[src/rtl/motor_seg_pkg.sv]
// Shared types for the motor segment scheduler: FSM states and the queued segment record.
package motor_seg_pkg;

    // Widest motor count the record layout supports; narrower builds leave upper lanes zero.
    localparam int MOTORS_MAX = 8;

    typedef enum logic [1:0] {
        IDLE,
        LOAD,
        ISSUE,
        SETTLE
    } state_t;

    // One queued segment: which motors it loads, their step counts and periods,
    // the task it belongs to, and whether it closes the motion stream.
    typedef struct packed {
        logic [MOTORS_MAX-1:0]         mask;
        logic [MOTORS_MAX-1:0][31:0]   n;
        logic [MOTORS_MAX-1:0][31:0]   t;
        logic [31:0]                   id;
        logic                          last;
    } seg_t;

endpackage

[src/rtl/motor_seg_sched_if.sv]
// Host-side queue port plus the motor_cont handshake, bundled for the scheduler.
interface motor_seg_sched_if #(
    parameter int MOTORS = 4,
    parameter int DEPTH  = 8
);
    localparam int LW = $clog2(DEPTH) + 1;

    logic                   push;
    logic [MOTORS-1:0]      push_mask;
    logic [MOTORS*32-1:0]   push_N;
    logic [MOTORS*32-1:0]   push_T;
    logic [31:0]            push_id;
    logic                   push_last;
    logic                   abort;
    logic                   clr_flags;
    logic [MOTORS-1:0]      wrreq;
    logic [MOTORS-1:0]      run;

    logic [MOTORS*32-1:0]   N;
    logic [MOTORS*32-1:0]   T;
    logic [31:0]            task_id;
    logic [MOTORS-1:0]      write;
    logic [LW-1:0]          level;
    logic                   full;
    logic                   busy;
    logic                   overflow;
    logic                   underrun;

    // Host and motor_cont side together: drives records, wrreq and run; observes the rest.
    modport master (
        output push, push_mask, push_N, push_T, push_id, push_last,
        output abort, clr_flags, wrreq, run,
        input  N, T, task_id, write, level, full, busy, overflow, underrun
    );

    // The scheduler itself.
    modport slave (
        input  push, push_mask, push_N, push_T, push_id, push_last,
        input  abort, clr_flags, wrreq, run,
        output N, T, task_id, write, level, full, busy, overflow, underrun
    );

endinterface

[src/rtl/seg_fifo.sv]
// Register FIFO of segment records. Full is taken from the registered count, so a pop
// in the same cycle never makes room for a push. Flush empties the queue at the next edge.
module seg_fifo
    import motor_seg_pkg::*;
#(
    parameter int DEPTH = 8
) (
    input  logic                    clk,
    input  logic                    aclr,
    input  logic                    sclr,
    input  logic                    push,
    input  logic                    pop,
    input  logic                    flush,
    input  seg_t                    din,
    output seg_t                    head,
    output logic [$clog2(DEPTH):0]  level,
    output logic                    full,
    output logic                    empty
);

    localparam int PW = $clog2(DEPTH);
    localparam int LW = PW + 1;

    logic [PW-1:0]  wr_ptr_q;
    logic [PW-1:0]  rd_ptr_q;
    logic [LW-1:0]  count_q;
    seg_t           mem_q [DEPTH];
    logic           push_ok;
    logic           pop_ok;

    assign full    = (count_q == LW'(DEPTH));
    assign empty   = (count_q == '0);
    assign push_ok = push && !full && !flush;
    assign pop_ok  = pop && !empty && !flush;
    assign head    = mem_q[rd_ptr_q];
    assign level   = count_q;

    // Pointers wrap naturally because DEPTH is a power of two; count tracks occupancy.
    always_ff @(posedge clk or posedge aclr) begin
        if (aclr) begin
            wr_ptr_q <= '0;
            rd_ptr_q <= '0;
            count_q  <= '0;
        end else if (sclr || flush) begin
            wr_ptr_q <= '0;
            rd_ptr_q <= '0;
            count_q  <= '0;
        end else begin
            if (push_ok) begin
                wr_ptr_q <= wr_ptr_q + 1'b1;
            end
            if (pop_ok) begin
                rd_ptr_q <= rd_ptr_q + 1'b1;
            end
            case ({push_ok, pop_ok})
                2'b10:   count_q <= count_q + 1'b1;
                2'b01:   count_q <= count_q - 1'b1;
                default: ;
            endcase
        end
    end

    // Record storage needs no reset: an entry is only read after it has been written.
    always_ff @(posedge clk) begin
        if (push_ok) begin
            mem_q[wr_ptr_q] <= din;
        end
    end

endmodule

[src/rtl/motor_seg_sched.sv]
// Segment scheduler: queues host records and hands each one to motor_cont once every
// motor it targets is ready, then flags overflow and motion underrun for the host.
module motor_seg_sched
    import motor_seg_pkg::*;
#(
    parameter int MOTORS = 4,
    parameter int DEPTH  = 8
) (
    input  logic                clk,
    input  logic                aclr,
    input  logic                sclr,
    motor_seg_sched_if.slave    bus
);

    localparam int LW = $clog2(DEPTH) + 1;

    seg_t                       push_rec;
    seg_t                       head;
    logic [LW-1:0]              level;
    logic                       full;
    logic                       empty;
    logic                       pop;
    logic                       load_en;
    logic                       issue_ok;
    logic [MOTORS_MAX-1:0]      wrreq_ext;
    logic [MOTORS-1:0]          write_d;
    state_t                     state_q;
    state_t                     state_d;
    logic [MOTORS-1:0][31:0]    n_q;
    logic [MOTORS-1:0][31:0]    t_q;
    logic [31:0]                id_q;
    logic                       end_seen_q;
    logic                       run_any_q;
    logic                       overflow_q;
    logic                       underrun_q;
    logic                       run_fall;
    logic                       overflow_set;
    logic                       underrun_set;

    // Pack the flat host buses into a record; lanes above MOTORS stay zero.
    always_comb begin
        push_rec = '0;
        for (int k = 0; k < MOTORS; k++) begin
            push_rec.mask[k] = bus.push_mask[k];
            push_rec.n[k]    = bus.push_N[32*k +: 32];
            push_rec.t[k]    = bus.push_T[32*k +: 32];
        end
        push_rec.id   = bus.push_id;
        push_rec.last = bus.push_last;
    end

    seg_fifo #(
        .DEPTH (DEPTH)
    ) u_fifo (
        .clk   (clk),
        .aclr  (aclr),
        .sclr  (sclr),
        .push  (bus.push && !bus.abort),
        .pop   (pop),
        .flush (bus.abort),
        .din   (push_rec),
        .head  (head),
        .level (level),
        .full  (full),
        .empty (empty)
    );

    // Widen wrreq to the record mask width so the readiness compare covers every mask bit.
    always_comb begin
        wrreq_ext = '0;
        for (int k = 0; k < MOTORS; k++) begin
            wrreq_ext[k] = bus.wrreq[k];
        end
    end

    assign issue_ok = ((wrreq_ext & head.mask) == head.mask);

    // FSM state register.
    always_ff @(posedge clk or posedge aclr) begin
        if (aclr) begin
            state_q <= IDLE;
        end else if (sclr) begin
            state_q <= IDLE;
        end else begin
            state_q <= state_d;
        end
    end

    // Next state: wait for a head record whose motors are all ready, then walk the issue sequence.
    always_comb begin
        state_d = state_q;
        case (state_q)
            IDLE:    if (!empty && issue_ok) state_d = LOAD;
            LOAD:    state_d = ISSUE;
            ISSUE:   state_d = SETTLE;
            SETTLE:  state_d = IDLE;
            default: state_d = IDLE;
        endcase
        if (bus.abort) begin
            state_d = IDLE;
        end
    end

    // FSM outputs: load strobe in LOAD, write strobe and pop in ISSUE, all killed by abort.
    always_comb begin
        write_d = '0;
        pop     = 1'b0;
        load_en = 1'b0;
        if (!bus.abort) begin
            case (state_q)
                LOAD:  load_en = 1'b1;
                ISSUE: begin
                    pop = 1'b1;
                    for (int k = 0; k < MOTORS; k++) begin
                        write_d[k] = head.mask[k];
                    end
                end
                default: ;
            endcase
        end
    end

    // Segment data registers: only masked lanes take new N/T, task id always follows the record.
    always_ff @(posedge clk or posedge aclr) begin
        if (aclr) begin
            n_q  <= '0;
            t_q  <= '1;
            id_q <= '0;
        end else if (sclr) begin
            n_q  <= '0;
            t_q  <= '1;
            id_q <= '0;
        end else if (load_en) begin
            for (int k = 0; k < MOTORS; k++) begin
                if (head.mask[k]) begin
                    n_q[k] <= head.n[k];
                    t_q[k] <= head.t[k];
                end
            end
            id_q <= head.id;
        end
    end

    // Remember whether the last issued record closed the stream; abort counts as a clean end.
    always_ff @(posedge clk or posedge aclr) begin
        if (aclr) begin
            end_seen_q <= 1'b1;
        end else if (sclr || bus.abort) begin
            end_seen_q <= 1'b1;
        end else if (state_q == ISSUE) begin
            end_seen_q <= head.last;
        end
    end

    // Previous-cycle activity of any motor, for detecting the moment they all stop.
    always_ff @(posedge clk or posedge aclr) begin
        if (aclr) begin
            run_any_q <= 1'b0;
        end else if (sclr) begin
            run_any_q <= 1'b0;
        end else begin
            run_any_q <= |bus.run;
        end
    end

    assign run_fall     = run_any_q && !(|bus.run);
    assign underrun_set = run_fall && empty && (state_q == IDLE) && !end_seen_q;
    assign overflow_set = bus.push && full && !bus.abort;

    // Sticky flags; a new event wins over a host clear in the same cycle.
    always_ff @(posedge clk or posedge aclr) begin
        if (aclr) begin
            overflow_q <= 1'b0;
            underrun_q <= 1'b0;
        end else if (sclr) begin
            overflow_q <= 1'b0;
            underrun_q <= 1'b0;
        end else begin
            if (overflow_set) begin
                overflow_q <= 1'b1;
            end else if (bus.clr_flags) begin
                overflow_q <= 1'b0;
            end
            if (underrun_set) begin
                underrun_q <= 1'b1;
            end else if (bus.clr_flags) begin
                underrun_q <= 1'b0;
            end
        end
    end

    assign bus.N        = n_q;
    assign bus.T        = t_q;
    assign bus.task_id  = id_q;
    assign bus.write    = write_d;
    assign bus.level    = level;
    assign bus.full     = full;
    assign bus.busy     = (state_q != IDLE) || !empty;
    assign bus.overflow = overflow_q;
    assign bus.underrun = underrun_q;

endmodule
[src/flat_wrapper.sv]
// flat-port wrapper written by rule: the top's interface ports become plain ports
module motor_seg_sched_flat import motor_seg_pkg::*;
#(
    parameter int MOTORS = 4,
    parameter int DEPTH  = 8
)
  (clk, aclr, sclr, bus_push, bus_push_mask, bus_push_N, bus_push_T, bus_push_id, bus_push_last, bus_abort, bus_clr_flags, bus_wrreq, bus_run, bus_N, bus_T, bus_task_id, bus_write, bus_level, bus_full, bus_busy, bus_overflow, bus_underrun);
  motor_seg_sched_if #(.MOTORS(MOTORS), .DEPTH(DEPTH)) bus_i ();
  input  logic clk;
  input  logic aclr;
  input  logic sclr;
  input wire logic [$bits(bus_i.push)-1:0] bus_push;
  input wire logic [$bits(bus_i.push_mask)-1:0] bus_push_mask;
  input wire logic [$bits(bus_i.push_N)-1:0] bus_push_N;
  input wire logic [$bits(bus_i.push_T)-1:0] bus_push_T;
  input wire logic [$bits(bus_i.push_id)-1:0] bus_push_id;
  input wire logic [$bits(bus_i.push_last)-1:0] bus_push_last;
  input wire logic [$bits(bus_i.abort)-1:0] bus_abort;
  input wire logic [$bits(bus_i.clr_flags)-1:0] bus_clr_flags;
  input wire logic [$bits(bus_i.wrreq)-1:0] bus_wrreq;
  input wire logic [$bits(bus_i.run)-1:0] bus_run;
  output wire logic [$bits(bus_i.N)-1:0] bus_N;
  output wire logic [$bits(bus_i.T)-1:0] bus_T;
  output wire logic [$bits(bus_i.task_id)-1:0] bus_task_id;
  output wire logic [$bits(bus_i.write)-1:0] bus_write;
  output wire logic [$bits(bus_i.level)-1:0] bus_level;
  output wire logic [$bits(bus_i.full)-1:0] bus_full;
  output wire logic [$bits(bus_i.busy)-1:0] bus_busy;
  output wire logic [$bits(bus_i.overflow)-1:0] bus_overflow;
  output wire logic [$bits(bus_i.underrun)-1:0] bus_underrun;
  assign bus_i.push = bus_push;
  assign bus_i.push_mask = bus_push_mask;
  assign bus_i.push_N = bus_push_N;
  assign bus_i.push_T = bus_push_T;
  assign bus_i.push_id = bus_push_id;
  assign bus_i.push_last = bus_push_last;
  assign bus_i.abort = bus_abort;
  assign bus_i.clr_flags = bus_clr_flags;
  assign bus_i.wrreq = bus_wrreq;
  assign bus_i.run = bus_run;
  assign bus_N = bus_i.N;
  assign bus_T = bus_i.T;
  assign bus_task_id = bus_i.task_id;
  assign bus_write = bus_i.write;
  assign bus_level = bus_i.level;
  assign bus_full = bus_i.full;
  assign bus_busy = bus_i.busy;
  assign bus_overflow = bus_i.overflow;
  assign bus_underrun = bus_i.underrun;
  motor_seg_sched #(.MOTORS(MOTORS), .DEPTH(DEPTH)) u_core (.clk(clk), .aclr(aclr), .sclr(sclr), .bus(bus_i));
endmodule
[config.mk]
export PLATFORM = sky130hd
export DESIGN_NAME = motor_seg_sched_flat
export DESIGN_NICKNAME = d
export VERILOG_FILES = /design/src/rtl/motor_seg_pkg.sv /design/src/rtl/motor_seg_sched_if.sv /design/src/rtl/seg_fifo.sv /design/src/rtl/motor_seg_sched.sv /design/src/flat_wrapper.sv
export SDC_FILE = /design/constraint.sdc
export NUM_CORES = 2
export LEC_CHECK = 0
export ABC_CLOCK_PERIOD_IN_PS = 45000
export CORE_ASPECT_RATIO = 2
export CORE_UTILIZATION = 55
export DETAILED_ROUTE_END_ITERATION = 8
export PLACE_DENSITY = 0.76
export SYNTH_ARGS = -nofsm -noshare
export SYNTH_HDL_FRONTEND = slang
export SYNTH_MEMORY_MAX_BITS = 65536
export SYNTH_SLANG_ARGS = --single-unit
[constraint.sdc]
create_clock -name clk -period 45 [get_ports clk]
set_input_delay 13.5 -clock clk [delete_from_list [all_inputs] [get_ports clk]]
set_output_delay 13.5 -clock clk [all_outputs]
set_load 0.01 [all_outputs]
### Word-level counts from Yosys, hierarchy flattened

Memory sizes are Yosys's and may differ from the RTL's.
Cells that the tools add are included.

* flip-flop bits (word level): 304
* RAM bits: 2344
* input bits: 307
* output and inout bits: 300
* logic and storage cells: 109
* memories: 1

* add/sub/neg operators: 4
* eq/ne operators: 8
* mux-type cells: 40
* bitwise logic cells: 1
* reductions and logical operators: 38

Memory list
* u_core.u_fifo.mem_q: depth 8, width 293, rd ports 1, clocked after memory_dff 0, write ports 1, RTL line seg_fifo.sv:27 `seg_t mem_q [DEPTH];`

Operators by type and width (number)
* 128-bit two-way mux: 4
* 32-bit two-way mux: 10
* 2-bit nonzero test: 9
* 1-bit two-way mux: 14
* 1-bit logical AND: 12
* 3-bit two-way mux: 4
* 4-bit two-way mux: 3
* 3-bit nonzero test: 3
* 4-bit by 8-bit bitwise AND with 8-bit output: 1
* 8-bit == test: 1
* 2-bit one-hot mux with 4 select lines: 1
* 4-bit one-hot mux with 2 select lines: 1
* 2-bit AND reduction: 4
* 3-bit by 1-bit adder with 3-bit output, second input constant: 2
* 2-bit == test, second input constant: 3
* 2-bit two-way mux: 3
* 1-bit zero test: 5
* 4-bit by 1-bit adder with 4-bit output, second input constant: 1
* 2-bit by 1-bit == test with 1-bit output, second input constant: 2
* 4-bit == test, second input constant: 1
* 4-bit zero test: 1
* 4-bit by 3-bit != test with 1-bit output, second input constant: 1
* 4-bit OR reduction: 1
* 4-bit by 1-bit subtractor with 4-bit output, second input constant: 1
* other kinds (2): 3

### Longest topological paths before layout

* depth in word-level cells: 8
* mapped depth: 12
* gate-level depth less buffers: 12

### Modules after synthesis

Synthesis repeated with hierarchy kept, for this count alone.

* cell total of the unflattened synthesis: 7770
* area, all modules: 178356.1 µm²

Modules (own cells, without submodules)
* seg_fifo: instances 1, cells each 6471, area an instance 166151.9 µm², sequential area each 133097.7 µm²
* motor_seg_sched: instances 1, cells each 1299, area an instance 12204.2 µm², sequential area each 7518.5 µm²

### Least setup slack after synthesis

Ideal clock, no wire load.

* path kind: input to register
* from: input bus_abort
* to: memory u_core.u_fifo.mem_q[0][0] (netlist name) (enable)
* setup time: 1.306 ns
* data arrival time: 33.866 ns
* data required time: 43.694 ns
* path slack: 9.828 ns
* cell stages on the path: 3
* path buffers: 0
* path through: nor3b_1 -> nand2b_1 -> nor3_1

* cells in the longest elaborated chain, start to end: 6

Ends and longest elaborated chain
* start, declared: RTL line flat_wrapper.sv:18 `input wire logic [$bits(bus_i.abort)-1:0] bus_abort;`
* 1-bit zero test *: RTL line seg_fifo.sv:33, motor_seg_sched.sv:58
* 1-bit logical AND: RTL line motor_seg_sched.sv:58 `.push (bus.push && !bus.abort),`
* 1-bit logical AND: RTL line seg_fifo.sv:33 `assign push_ok = push && !full && !flush;`
* 1-bit logical AND *: RTL line seg_fifo.sv:33
* 1-bit two-way mux *: RTL line seg_fifo.sv:65 `if (push_ok) begin`
* 1-bit two-way mux (not written as such) *: RTL line seg_fifo.sv:66 `mem_q[wr_ptr_q] <= din;`
* end, declared: RTL line seg_fifo.sv:27

Every way passes the cells marked *; elsewhere a longest branch is shown, timed or not.

### Final worst setup path

* from: input bus_abort
* to: output bus_write[0]

* cells in the longest elaborated chain, start to end: 1

Ends and longest elaborated chain
* 4-bit two-way mux: RTL line motor_seg_sched.sv:109 `if (!bus.abort) begin`
* end, declared: RTL line flat_wrapper.sv:25 `output wire logic [$bits(bus_i.write)-1:0] bus_write;`

No other way between the ends.

==> flow_summary.yaml <==
die:
  die_y_um: 604
  initial_core_util_pct: 55.4
  die-area_sq_um: 183000
  die_width_um: 303
  fp.coreArea_sq_um: 180000
  pin_count: 607
  rows: 220
clock_network:
  hold_buffers: 0
  clk_latency_ns: 0.84
  cts.path.max_buffers: 4
  tritoncts: "done"
  post_cts_buffers: 0
  cts_buffers: 219
  ctsResizeCount: 0
  htreeDepth: 4
  numClockSinks: 2648
  cts_root_buffer: "clkbuf_16"
  path_clk_slew_ns: 0.07
timing:
  skew_ns: 0.0341
  final_max_slew_viol_count: 0
  tightest_slew_ns: 1.16
  relSlewSlack_pct: 22.3
  fmax_mhz: 35.1
  tns_ns: 0
  period_needed_ns: 28.52
  hold_violations: 0
  rsz0062_at_grt: "no"
  period_share_pct: 63.4
  finalSetupViolCount: 0
layout:
  multi_input_area_sq_um: 20300
  regArea_sq_um: 78200
  fin_cells: 7658
  fillCellCount: 11600
  drive_above_1_share_pct: 21.8
  nNetsFinal: 5436
  syn2layout_area_growth_pct: 16.1
  postLayoutCoreUtil_pct: 64.3
placement:
  dp.cells: 7229
  portBuffers: 606
  place.detailed.hpwl_um: 119000
  place_congestion: 0.750
logic_synthesis:
  synth_edf_count: 2344
  syn_nets: 4784
  synth-seq-area-share_pct: 78.5
  muxShareOfSynthArea_pct: 16.3
  synth.area.top_cells: "edfxtp_1 71%, mux4_2 13%, dfrtp_1 4.4%"
  synthSimpleGateAreaFrac_pct: 1.40
  yosysMostFrequentCell: "edfxtp_1"
  synth_compound_area_share_pct: 2.42
  synth_top_area_share_pct: 70.7
  synthTopCellsByCount: "2,344 x edfxtp_1, 586 x mux4_2, 291 x mux2i_1"
  syn_avg_cell_area_sq_um: 22.3
  synth_area_sq_um: 99600
  ys_ff_latch: 2648
  synth_area_leader_cell: "edfxtp_1"
  synth.distinct_cells: 42
  async_flop_share_pct: 11.5
  synth_xor_area_share_pct: 0.0616
  synthCells: 4467
  synth_warnings: 0
  synth_top_family_by_area: "multiplexers"
  ys.flop_type: "edfxtp_1"
  synthAdderAreaFrac_pct: 0.126
worst_setup_path:
  worst_setup_path_start_kind: "primary input"
  path_class: "in -> out"
  r2r-end: "u_core.u_fifo.mem_q[6][64]"
  reg2reg_from: "u_core.u_fifo.level[1]"
  reg2reg_depth: 6
  startpoint: "bus_abort"
  worst-r2r-setup-slack_ns: 40.16
  arrival_ns: 15.02
  end_kind: "output port"
  crit_required_ns: 31.50
  crit_fanout: 6
detailed_routing:
  via_per_inst: 6.16
  wire_per_inst_um: 28.8
  vias: 47100
  drc_errors: 0
  ant_nets: 0
  drt_iter0_drc: 3832
  wl_um: 220000
  dr.pass1.iters: 5
power:
  power-per-cell-area_nw_per_um2: 41.1
  max-vdd-ir-drop_mv: 0.0467
  static-leakage-power_nw: 35.7
global_route:
  globalRouteTotalUtil_pct: 24.2
  grt_max_degree: 137
  antenna_found_initial: 59
  grt_pass1_wl_um: 323000
  grt_overflow: 0
  grt_pass1_vias: 50200
status:
  status: "finished clean"
run:
  maxCapViolations: 0
min_path:
  hold_depth: 2
  min_to: "u_core.bus.task_id[11]"
  hold_start: "u_core.bus.task_id[11]"
  hp-class: "reg -> reg"
-- flip-flops by register name (all words and copies together), names as in the netlist --
name and cells:
u_core.end_seen_q 1, u_core.u_fifo.mem_q 2344, u_core.run_any_q 1, u_core.bus.overflow 1
u_core.u_fifo.rd_ptr_q 3, u_core.u_fifo.wr_ptr_q 3, u_core.bus.N 128, u_core.bus.underrun 1
u_core.bus.task_id 32, u_core.state_q 2, u_core.bus.T 128, u_core.u_fifo.level 4
-- cells by family after synthesis --
logic type	after synthesis
AO/OA/AOI/OAI	312
XOR/XNOR	7
adder cells (fa/ha/maj)	10
buffers and inverters	258
flip-flops	2648
multiplexers	881
AND/OR/NAND/NOR	351
-- worst max-delay path: stages --
cell and delay (ns):
clkdlybuf4s50_1 0.49, nand2b_1 0.27, nor2_1 0.18, clkdlybuf4s50_1 0.58
-- cell type report --
class                           count  area share (%)
Antenna cell                       27          0.0584
Clock buffer                      298            5.27
Clock inverter                    104            1.11
Inverter                            4          0.0195
Multi-Input combinational cell   1561            17.5
Sequential cell                  2648            67.6
Tap cell                         2331            2.52
Timing Repair Buffer              685            5.91
-- worst max-delay path by stage --
| stage | to | depth (start not counted) | slack, ns |
|---|---|---|---|
| final | bus_write[0] | 4 | 16.48 |
| after global routing | bus_write[0] | 4 | 16.40 |
| after CTS | bus_write[0] | 4 | 16.48 |
| after detailed placement | bus_write[0] | 4 | 16.49 |
| after global placement | bus_write[0] | 4 | 16.51 |
| after floorplan | u_core.u_fifo.mem_q[0][0] | 3 | 9.83 |
-- stage by stage --
stage / hold WS (ns) / setup WS (ns) / instance area (sq um) / total power, mW
after CTS: 0.485 / 16.48 / 116000 / 4.79
after global placement: 0.466 / 16.51 / 108000 / 2.85
final: 0.481 / 16.48 / 116000 / 4.75
after global routing: 0.507 / 16.40 / 116000 / 4.88
after detailed placement: 0.470 / 16.49 / 108000 / 2.86
after floorplan: 0.515 / 9.83 / 99600 / 2.79
-- layer usage --
layer	part of all wire [%]	routed length, um	GRT usage (%)
met1	37	82500	30.5
met2	51	113000	41.0
met3	8.4	18400	6.36
met4	2.8	6070	7.72
met5	0.19	427	0
-- report_power, final --
part,leakage (nW),switching [mW],internal [mW]
clock,3.60,0.839,1.11
combinational,7.10,0.0621,0.0425
sequential,25.0,0.00448,2.69
-- cell usage in the layout (no fill, tap or decap), types with 43 or more instances in the layout --
cell	instances
a211o_1	129
a211oi_1	129
buf_4	65
clkbuf_1	50
clkbuf_16	222
clkdlybuf4s50_1	605
dfrtp_1	172
dfstp_2	129
edfxtp_1	2344
mux2i_1	291
mux4_2	586
nand2_1	43
nor2_1	276
Note: power is estimated with default switching activity, not from simulation.
